===== config.mk =====
export PLATFORM = sky130hd
export DESIGN_NAME = inst_loader
export DESIGN_NICKNAME = d
export VERILOG_FILES = /design/src/rtl/inst_loader.sv
export SDC_FILE = /design/constraint.sdc
export NUM_CORES = 1
export LEC_CHECK = 0
export CORE_MARGIN = 1.5
export CORE_UTILIZATION = 49
export DETAILED_ROUTE_END_ITERATION = 8
export PLACE_DENSITY_LB_ADDON = 0.2
export SYNTH_ARGS = -nofsm -noshare
export SYNTH_HDL_FRONTEND = slang
export SYNTH_SLANG_ARGS = --single-unit

===== constraint.sdc =====
create_clock -name CLK -period 2.54 [get_ports CLK]
set_input_delay 0.635 -clock CLK [delete_from_list [all_inputs] [get_ports CLK]]
set_output_delay 0.635 -clock CLK [all_outputs]
set_load 0.01 [all_outputs]

===== src/rtl/inst_loader.sv =====
// rtl/inst_loader.sv - byte-stream program loader writing 32-bit words into instruction memory
// Optional trailing XOR checksum enabled by defining INST_LOADER_CHECKSUM_EN.
module inst_loader #(
   parameter int INST_MEM_WIDTH = 15
) (
   input  logic                      CLK,
   input  logic                      reset,
   input  logic [7:0]                rx_data,
   input  logic                      rx_valid,
   output logic [INST_MEM_WIDTH-1:0] mem_addr,
   output logic [31:0]               mem_din,
   output logic                      mem_we,
   output logic                      loading,
   output logic                      loader_ready,
   output logic                      error
);

`ifdef INST_LOADER_CHECKSUM_EN
   typedef enum logic [1:0] {HEADER = 2'd0, DATA = 2'd1, CHECK = 2'd2, DONE = 2'd3} state_t;
`else
   typedef enum logic [1:0] {HEADER = 2'd0, DATA = 2'd1, DONE = 2'd3} state_t;
`endif

   state_t                    state, state_n;
   logic [1:0]                byte_pos, byte_pos_n;
   logic [23:0]               shift, shift_n;
   logic [31:0]               word_idx, word_idx_n;
   logic [31:0]               word_cnt, word_cnt_n;
   logic [INST_MEM_WIDTH-1:0] addr_n;
   logic [31:0]               din_n;
   logic                      we_n, loading_n, ready_n, error_n;
   logic                      finish;
   logic                      last_byte;
   logic [31:0]               assembled;
`ifdef INST_LOADER_CHECKSUM_EN
   logic [31:0]               acc, acc_n;
`endif

   assign assembled = {shift, rx_data};
   assign last_byte = (byte_pos == 2'd3);

   always_ff @(posedge CLK) begin
      if (!reset) begin
         state        <= HEADER;
         byte_pos     <= 2'd0;
         shift        <= 24'd0;
         word_idx     <= 32'd0;
         word_cnt     <= 32'd0;
         mem_addr     <= '0;
         mem_din      <= 32'd0;
         mem_we       <= 1'b0;
         loading      <= 1'b0;
         loader_ready <= 1'b0;
         error        <= 1'b0;
`ifdef INST_LOADER_CHECKSUM_EN
         acc          <= 32'd0;
`endif
      end else begin
         state        <= state_n;
         byte_pos     <= byte_pos_n;
         shift        <= shift_n;
         word_idx     <= word_idx_n;
         word_cnt     <= word_cnt_n;
         mem_addr     <= addr_n;
         mem_din      <= din_n;
         mem_we       <= we_n;
         loading      <= loading_n;
         loader_ready <= ready_n;
         error        <= error_n;
`ifdef INST_LOADER_CHECKSUM_EN
         acc          <= acc_n;
`endif
      end
   end

   always_comb begin
      state_n    = state;
      byte_pos_n = byte_pos;
      shift_n    = shift;
      word_idx_n = word_idx;
      word_cnt_n = word_cnt;
      addr_n     = mem_addr;
      din_n      = mem_din;
      we_n       = 1'b0;
      loading_n  = loading;
      ready_n    = 1'b0;
      error_n    = error;
      finish     = 1'b0;
`ifdef INST_LOADER_CHECKSUM_EN
      acc_n      = acc;
`endif

      if (rx_valid && state != DONE) begin
         shift_n    = {shift[15:0], rx_data};
         byte_pos_n = byte_pos + 2'd1;
      end

      case (state)
         HEADER: begin
            if (rx_valid) begin
               loading_n = 1'b1;
               if (last_byte) begin
                  word_cnt_n = assembled;
                  word_idx_n = 32'd0;
                  if (assembled == 32'd0) begin
`ifdef INST_LOADER_CHECKSUM_EN
                     state_n = CHECK;
`else
                     finish  = 1'b1;
`endif
                  end else begin
                     state_n = DATA;
                  end
               end
            end
         end
         DATA: begin
            if (rx_valid && last_byte) begin
               // Words past the end of memory are consumed but never written.
               if ((word_idx >> INST_MEM_WIDTH) == 32'd0) begin
                  we_n   = 1'b1;
                  addr_n = word_idx[INST_MEM_WIDTH-1:0];
                  din_n  = assembled;
               end else begin
                  error_n = 1'b1;
               end
`ifdef INST_LOADER_CHECKSUM_EN
               acc_n = acc ^ assembled;
`endif
               word_idx_n = word_idx + 32'd1;
               if (word_idx == word_cnt - 32'd1) begin
`ifdef INST_LOADER_CHECKSUM_EN
                  state_n = CHECK;
`else
                  finish  = 1'b1;
`endif
               end
            end
         end
`ifdef INST_LOADER_CHECKSUM_EN
         CHECK: begin
            if (rx_valid && last_byte) begin
               if (assembled != acc) error_n = 1'b1;
               finish = 1'b1;
            end
         end
`endif
         default: ;
      endcase

      // error_n already includes any fault detected on this final byte.
      if (finish) begin
         state_n   = DONE;
         loading_n = 1'b0;
         ready_n   = !error_n;
      end
   end

endmodule


* Yosys cells after proc, flatten, opt, wreduce, memory -nomap -nowiden
Cells that the tools add are included.
** Word-level totals
- Register bits :: 143
- Latch bits :: 0
- Bits in writable memories :: 0
- Bits in read-only memories :: 0
- Input port bits :: 11
- Memories :: 0
** Cells by class
- Add/sub/neg operators :: 3
- Multiply operators :: 0
- Div/mod/pow operators :: 0
- $lt $le $gt $ge :: 0
- Eq/ne operators :: 8
- Shift-type cells :: 0
- Multiplexer cells :: 19
- Bitwise operators :: 1
- Reductions and logical operators :: 18
** Operators with widths (count)
- $mux 32 :: 3
- $logic_not 32->1 :: 2
- $pmux 32 s2 :: 1
- $add 32x1->32 const B :: 1
- $eq 32x32->1 :: 1
- $sub 32x1->32 const B :: 1
- $mux 2 :: 5
- $ne 2x2->1 const B :: 5
- $mux 1 :: 9
- $reduce_and 3->1 :: 3
- $reduce_and 4->1 :: 2
- $reduce_bool 2->1 :: 4
- $reduce_and 2->1 :: 2
- $add 2x1->2 const B :: 1
- $eq 2x1->1 const B :: 1
- $eq 2x2->1 const B :: 1
- $logic_and 1x1->1 :: 2
- $logic_not 2->1 :: 1
- $pmux 1 s2 :: 1
- $reduce_or 2->1 :: 1
- $logic_not 1->1 :: 1
- $not 1->1 :: 1

* Longest topological paths before layout
Gate-level depths: netlist of the first run.
- Word-level depth :: 7
- Gate-level depth with buffers :: 12

* Worst setup path after synthesis of the first run
Ideal clock, no wire load.
- Path kind :: reg-to-reg
- Start point :: register word_cnt[0]
- End point :: register loader_ready
- Library setup time :: 60 ps
- Arrival :: 2630 ps
- Setup slack :: -150 ps
- Cell stages (with the launch flop) :: 13
- Clock period less this slack :: 2690 ps
- Path through :: dfxtp_1 inv_1 ha_1 buf_2 or4b_1 buf_2 nor2_4 xnor2_1 mux2i_1 o21ai_0 or3b_2 o41ai_2 and3_1
** On the way
- Cells in the longest elaborated chain, start to end :: 6
** RTL lines
- start, declared :: line 28 : logic [31:0] word_cnt, word_cnt_n;
- start signal, assigned :: line 63 : word_cnt <= word_cnt_n;
- $sub 32x1->32 :: line 131 : if (word_idx == word_cnt - 32'd1) begin
- $eq 32x32->1 :: line 131
- $mux 1 :: line 131
- $mux 1 :: line 118 : if (rx_valid && last_byte) begin
- $pmux 1 s2 :: line 98 : case (state)
- $reduce_and 2->1 (no line)
- end signal, assigned :: line 68 : loader_ready <= ready_n;
- end, declared :: line 14 : output logic loader_ready,
Every way passes these cells.
A chain may end at the register's enable or synchronous reset.

* Final worst setup path of the first run
- Start point :: register word_cnt[1]
- End point :: register loader_ready
Same word-level chain as after synthesis.

==> impl_results.md, run 1 <==
- Buf/Inv on CP: 2
- Die area: 14710 um^2
- Final min period: 2591 ps
- Tcrit/Tclk final: 102.0%
- RSZ-0062 raised after global routing: true
- Largest net degree at the start of global routing: 61
- FF+latch count, synth: 143
- DR vias: 6234
- Fraction of registers with async set/reset: 0%
- Min Hold Slack: 463.4 ps
- Post-synthesis sequential area ratio: 41.74%
- Synth Net Count: 867
- Max-Slew Margin vs Limit: 65.67%
- Fill count: 1175
- CP max stage delay: 520 ps
- I/O Buffers: 61
- CTS Hold Bufs: 0
- Clock sinks: 143
- Crit path kind: reg2reg
- F_max: 385.9 MHz
- Syn_area_per_cell: 8.040 um^2
- Area growth syn-to-layout: 29.26%
- Post-Route Utilization: 64.36%
- Worst-skew pair later-pin latency: 430 ps
- PnR worst setup slack: -51.03 ps
- Post-synth top flop: dfxtp_1
- CTS tree: yes
- Pwr dens: 582.5 nW/um^2
- Final GP Congestion: 0.8575
- Cells after synthesis: 853
- Iteration-0 DRC Markers: 353
- ANT nets after route: 0
- Register area: 2869 um^2
- CTS max path bufs: 2
- Die Width: 121.3 um
- Violated checks: setup timing
- Fin. Hold Viols: 0
- Grt ovf: 0
- Most common cell in the netlist: nand2_1
- Worst Path Required: 2910 ps
- Hold/Removal Path Class: reg2reg
- Setup crit start kind: flip-flop
- Warnings from Yosys: 0
- Crit-path cells: inv_2, ha_4, or4b_4, buf_6, or3_4, xor2_1, nand2_1, o2111ai_4, o41ai_4, and3_1
- Total track usage: 26.57%
- Vias in the first global route: 6121
- CP Data Arrival Time: 2960 ps
- Synth top cells by count: 245 x nand2_1, 143 x dfxtp_1, 106 x a21boi_0, 52 x clkbuf_1, 46 x nor2_1
- Clock skew: 10.57 ps
- Clock transition time at the flip-flop clock pins of the worst setup and hold paths: 60 ps
- Leading area contributor after synthesis: dfxtp_1
- Max_cap viols: 0
- Routed len/inst: 16.42 um
- Drt via density: 5.454
- Synth area leaders: dfxtp_1 42%, nand2_1 13%, a21boi_0 12%
- H-tree depth: 4
- Post-synth top area share: 41.74%
- Ant diodes: 0
- Crit end category: flip-flop
- Layout Nets: 964
- Worst Max-Slew Pin Slew: 515.0 ps
- Multi-input gate area: 3874 um^2
- Detailed placement HPWL: 13.44 mm
- Die Y: 121.3 um
- CP Max Fanout: 5
- Drt first pass iters: 4
- Distinct cells, synth: 61
- Run status: finished with violations
- Leak pwr: 3.254 nW
- CTS Buf Count: 17
- DRC violations left: 0
- Setup violators final: 1
- Root Driver: clkbuf_16
- Ports: 62
- Mapped cell area: 6858 um^2
- Layout cells sized above 1: 15.68%
- First-pass GRT wire length: 30.62 mm
- Core area: 13770 um^2
- Maximum VDD drop: 0.4902 mV
- Delay-heaviest family, CP: simple AND/OR/NAND/NOR gates
- CP max stage cell: or4b_4
- Drt total wl: 18.77 mm
- Post-synth EDFFs: 0
- Starting density of the core: 49.79%
- Initial antenna violation count: 0
- FP Rows: 43
- Max-slew violations: 0
[where the power goes]
| group | leakage [nW] | switching, mW | internal, mW | total (mW) |
|---|---|---|---|---|
| clock network | 0.303 | 1.08 | 1.51 | 2.59 |
| logic | 1.79 | 0.141 | 0.141 | 0.282 |
| registers | 1.16 | 0.0285 | 2.26 | 2.29 |
| total | 3.25 | 1.25 | 3.91 | 5.16 |
[per-stage QoR]
| stage | setup TNS (ps) | power (mW) | cells | setup slack (ps) | area, um^2 |
|---|---|---|---|---|---|
| floorplan | 0 | 2.482 | 853 | 0.3120 | 6865 |
| global placement | -2520 | 2.592 | 1106 | -260.8 | 8064 |
| detailed placement | -3174 | 2.595 | 1106 | -303.0 | 8064 |
| CTS | -64.12 | 5.179 | 1143 | -64.12 | 8737 |
| global route | -313.2 | 5.320 | 1143 | -147.5 | 8865 |
| finish | -51.03 | 5.164 | 1143 | -51.03 | 8865 |
[kinds of logic after synthesis]
| group | count (synthesis) | share of synthesized area [%] |
|---|---|---|
| AND/OR/NAND/NOR | 411 | 27.88 |
| flip-flops | 143 | 41.74 |
| adder cells (fa/ha/maj) | 3 | 0.5474 |
| AO/OA/AOI/OAI | 162 | 17.10 |
| XOR/XNOR | 66 | 8.429 |
| multiplexers | 2 | 0.2919 |
| buffers and inverters | 66 | 4.014 |
[what timing repair did]
action | 4_1_cts | 5_1_grt
gates resized for setup | 9 | 26
pin swaps | 6 | 10
setup endpoints to repair | 3 | 3
endpoints found under the hold margin | 0 | 0
buffers inserted | 5 | 1
[cell usage in the layout (no fill, tap or decap), types with 6 or more instances in the layout]
cell / netlist / layout
nor2_1: 46 / 45
nand4_1: 16 / 16
xor2_1: 35 / 35
nor3_1: 10 / 7
o21ai_0: 19 / 17
nand2b_1: 6 / 6
and3_1: 7 / 7
dfxtp_1: 143 / 138
xnor2_1: 31 / 30
clkbuf_16: 0 / 17
clkdlybuf4s50_1: 0 / 60
a21boi_0: 106 / 106
a21oi_1: 10 / 10
nor4_1: 23 / 19
nand2_1: 245 / 245
buf_4: 0 / 72
nand3_1: 11 / 10
or3_1: 12 / 10
[registers in the layout (all words and copies together) (netlist names)]
| signal | count |
|---|---|
| error | 1 |
| shift | 24 |
| state | 2 |
| loading | 1 |
| mem_addr | 15 |
| word_cnt | 32 |
| mem_we | 1 |
| loader_ready | 1 |
| word_idx | 32 |
| byte_pos | 2 |
| mem_din | 32 |
[per-layer routing]
metal  track usage (%)  part of all wire, %  routed length [um]  vias to the layer above
li1                  -                    -                   -                     3086
met1             35.08                   47                8844                     2971
met2             43.04                   47                8757                      149
met3             5.498                  4.3                 807                       28
met4             9.265                  1.9                 360                        0
met5                 0                    0                   0                        -
[worst reg2reg max path, stage by stage (launching register included)]
cell       delay, ps
dfxtp_2          320
inv_2             60
ha_4             130
or4b_4           520
buf_6            150
or3_4            340
xor2_1           150
nand2_1          120
o2111ai_4        160
o41ai_4          380
and3_1           190
[final timing paths]
check	from	endpoint	slack (ps)	cells after the start
max	word_cnt[1]	loader_ready	-50	10
max reg2reg	word_cnt[1]	loader_ready	-50	10
min reg2reg	mem_din[23]	mem_din[23]	460	2
min	mem_din[23]	mem_din[23]	460	2
[area by class of cell]
class                      instances  share of cell area, %
sequential                       143                  32.36
clock buffer                      18                  4.954
clock inverter                    14                  1.962
multi-input combinational        644                  43.70
timing repair buffer             140                  14.31
tap                              180                  2.541
inverter                           4                 0.1694
No activity file was read; power rests on OpenSTA's default activity.
==> run 2, diff against run 1 <==
--- a/config.mk
+++ b/config.mk
@@ -8,7 +8,7 @@
 export CORE_MARGIN = 1.5
 export CORE_UTILIZATION = 49
 export DETAILED_ROUTE_END_ITERATION = 8
-export PLACE_DENSITY_LB_ADDON = 0.2
+export PLACE_DENSITY = 0.71
 export SYNTH_ARGS = -nofsm -noshare
 export SYNTH_HDL_FRONTEND = slang
 export SYNTH_SLANG_ARGS = --single-unit
==> constraint.sdc (replaced) <==
create_clock -name CLK -period 2.44 [get_ports CLK]
set_input_delay 0.61 -clock CLK [delete_from_list [all_inputs] [get_ports CLK]]
set_output_delay 0.61 -clock CLK [all_outputs]
set_load 0.01 [all_outputs]
==> run 2 against run 1 <==
Against the previous run:
- the run still ends with setup timing left
- worst setup slack worse by 65 ps
- critical path type unchanged
- sequential share of layout area is essentially flat
- non-clock buffer count up 10
- worst hold slack worse by 2.8 ps
- via count is 2.2% lower
- sequential power up 4%
- clock power fell by 8.1%
- flip-flop and latch count did not move
==> impl_results.md, run 2 (synthesis gave the netlist of run 1 again) <==
- Run status: finished with violations
- Violated checks: setup timing
- H-tree depth: 4 (unchanged)
- Clock transition time at the flip-flop clock pins of the worst setup and hold paths: 60 ps (about the same)
- Layout cells sized above 1: 16.14% (+0.46 points)
- Die Y: 121.3 um (unchanged)
- Tcrit/Tclk final: 104.8% (+2.8 points)
- Top flop regs: mem_din: 32 flops, word_cnt: 32 flops, word_idx: 32 flops
- Largest net degree at the start of global routing: 61 (unchanged)
- Drt total wl: 17.34 mm (-7.6%)
- CTS max path bufs: 2 (unchanged)
- First-pass GRT wire length: 28.70 mm (-6.3%)
- Iteration-0 DRC Markers: 340 (-3.7%)
- Max_cap viols: 0 (unchanged)
- I/O Buffers: 61 (unchanged)
- Vias in the first global route: 5836 (-4.7%)
- CTS Buf Count: 17 (unchanged)
- Detailed placement HPWL: 12.32 mm (-8.3%)
- Delay-heaviest family, CP: simple AND/OR/NAND/NOR gates
- Buf/Inv on CP: 1 (-1)
- Starting density of the core: 49.79% (unchanged)
- Ant diodes: 0 (unchanged)
- Post-Layout Cell Count: 1153 (+0.87%)
- Maximum VDD drop: 0.5028 mV (+2.6%)
- R2R setup slack: -120 ps (-70 ps)
- Setup crit start kind: flip-flop
- Pwr dens: 570.6 nW/um^2 (-2.0%)
- Worst Path Required: 2810 ps (-100 ps)
- Layout Nets: 974 (+1.0%)
- Worst hold stages: 2 (unchanged)
- WHS Endpoint: mem_din[27]
- Root Driver: clkbuf_16
- Most common cell after layout, fill and taps aside: nand2_1
- DR vias: 6096 (-2.2%)
- CP Max Fanout: 4 (-1)
- Crit-path cells: buf_6, or4b_4, nor2_4, xnor2_1, mux2i_1, o21ai_1, or3b_4, o41ai_4, and3_1
- Total track usage: 24.73% (-1.8 points)
- Max-Slew Margin vs Limit: 70.92% (+5.2 points)
- Final GP Congestion: 0.8635 (+0.70%)
- R2R cell count: 9 (-1)
- CTS Hold Bufs: 0 (unchanged)
- F_max: 391.2 MHz (+1.4%)
- Fin. Hold Viols: 0 (unchanged)
- CP Data Arrival Time: 2930 ps (-30 ps)
- RSZ-0062 raised after global routing: true
- Worst-skew pair later-pin latency: 430 ps (about the same)
- Grt ovf: 0 (unchanged)
- Initial antenna violation count: 0 (unchanged)
- Drt first pass iters: 5 (+1)
- Routed len/inst: 15.04 um (-8.4%)
- DRC violations left: 0 (unchanged)
- Leak pwr: 3.250 nW (-0.12%)
- Worst Min Path Start: mem_din[27]
- Area growth syn-to-layout: 29.08%
- Fin Setup TNS: -246.8 ps (-195.7 ps)
- CTS tree: yes
- Worst Max-Slew Pin Slew: 432.3 ps (-82.71 ps)
- CP max stage delay: 580 ps (+60 ps)
- CP max stage cell: or4b_4
- FP Rows: 43 (unchanged)
- Commonest non-fill, non-tap cells in the layout: 245 x nand2_1, 140 x dfxtp_1, 106 x a21boi_0
- Max-slew violations: 0 (unchanged)
- Crit path kind: reg2reg
- ANT nets after route: 0 (unchanged)
- PnR worst setup slack: -116.2 ps (-65.12 ps)
- Drt via density: 5.287 (-3.1%)
- DP Cell Count: 1118 (+1.1%)
- Core area: 13770 um^2 (unchanged)
- Ports: 62 (unchanged)
- Fill count: 1208 (+2.8%)
- Reg2reg start: word_cnt[3]
- Final min period: 2556 ps (-34.88 ps)
- Clock skew: 7.937 ps (-2.634 ps)
- Hold/Removal Path Class: reg2reg
- Die Width: 121.3 um (unchanged)
- Die area: 14710 um^2 (unchanged)
- R2r endpoint: loader_ready
- Setup violators final: 3 (+2)
- Crit end category: flip-flop
- Clock sinks: 143 (unchanged)
## run 2: area by class of cell
cell class | count | area [um^2] | share of cell area [%]
clock buffers | 22 | 464.2 | 5.244
clock inverters | 10 | 82.58 | 0.9329
inverters | 4 | 15.01 | 0.1696
multi-input cells | 644 | 3844 | 43.42
flip-flops and latches | 143 | 2869 | 32.41
well taps | 180 | 225.2 | 2.544
repair buffers | 150 | 1353 | 15.28
## run 2: metrics by stage
stage	instance area, um^2	util, %	setup slack [ps]	total power, mW	hold WS (ps)
floorplan	6892	-	-69.40	2.586	447.2
global placement	8185	59.43	-405.9	2.704	450.5
detailed placement	8185	59.43	-449.7	2.705	457.8
CTS	8815	64.00	-103.4	5.080	466.5
global route	8852	64.27	-246.7	5.217	477.1
finish	8852	64.27	-116.2	5.051	460.5
## run 2: power by group
part | leakage, nW | switching, mW | internal (mW) | total, mW
Combinational | 1.84 | 0.143 | 0.146 | 0.288
Sequential | 1.16 | 0.0285 | 2.35 | 2.38
Clock | 0.253 | 1.02 | 1.36 | 2.38
Total | 3.25 | 1.19 | 3.86 | 5.05
## run 2: worst max-delay path by stage
stage / to / depth (start not counted) / start
floorplan: loader_ready / 12 / word_cnt[1]
global placement: word_idx[26] / 8 / rx_valid
detailed placement: word_idx[30] / 8 / rx_valid
CTS: loader_ready / 9 / word_cnt[3]
global route: loader_ready / 11 / word_cnt[1]
finish: loader_ready / 9 / word_cnt[3]
## run 2: timing repair
action,in CTS,in global routing
setup endpoints to repair,6,7
pin swaps,15,3
setup buffers,2,1
gates resized for setup,14,7
## run 2: layer usage
metal	GRT usage, %	routed length, um	vias up
met5	0	0	-
li1	-	-	3093
met1	33.59	8339	2828
met3	4.840	759	33
met4	10.44	462	0
met2	38.28	7782	142
## run 2: worst register-to-register path: cells and delay by family, from the launching register on
family,cells,cell delay [ps]
buffers and inverters,1,120
AOI/OAI and AO/OA,2,520
xor gates and xnor gates,1,120
muxes,1,90
DFF,1,360
and+or+nand+nor,4,1300
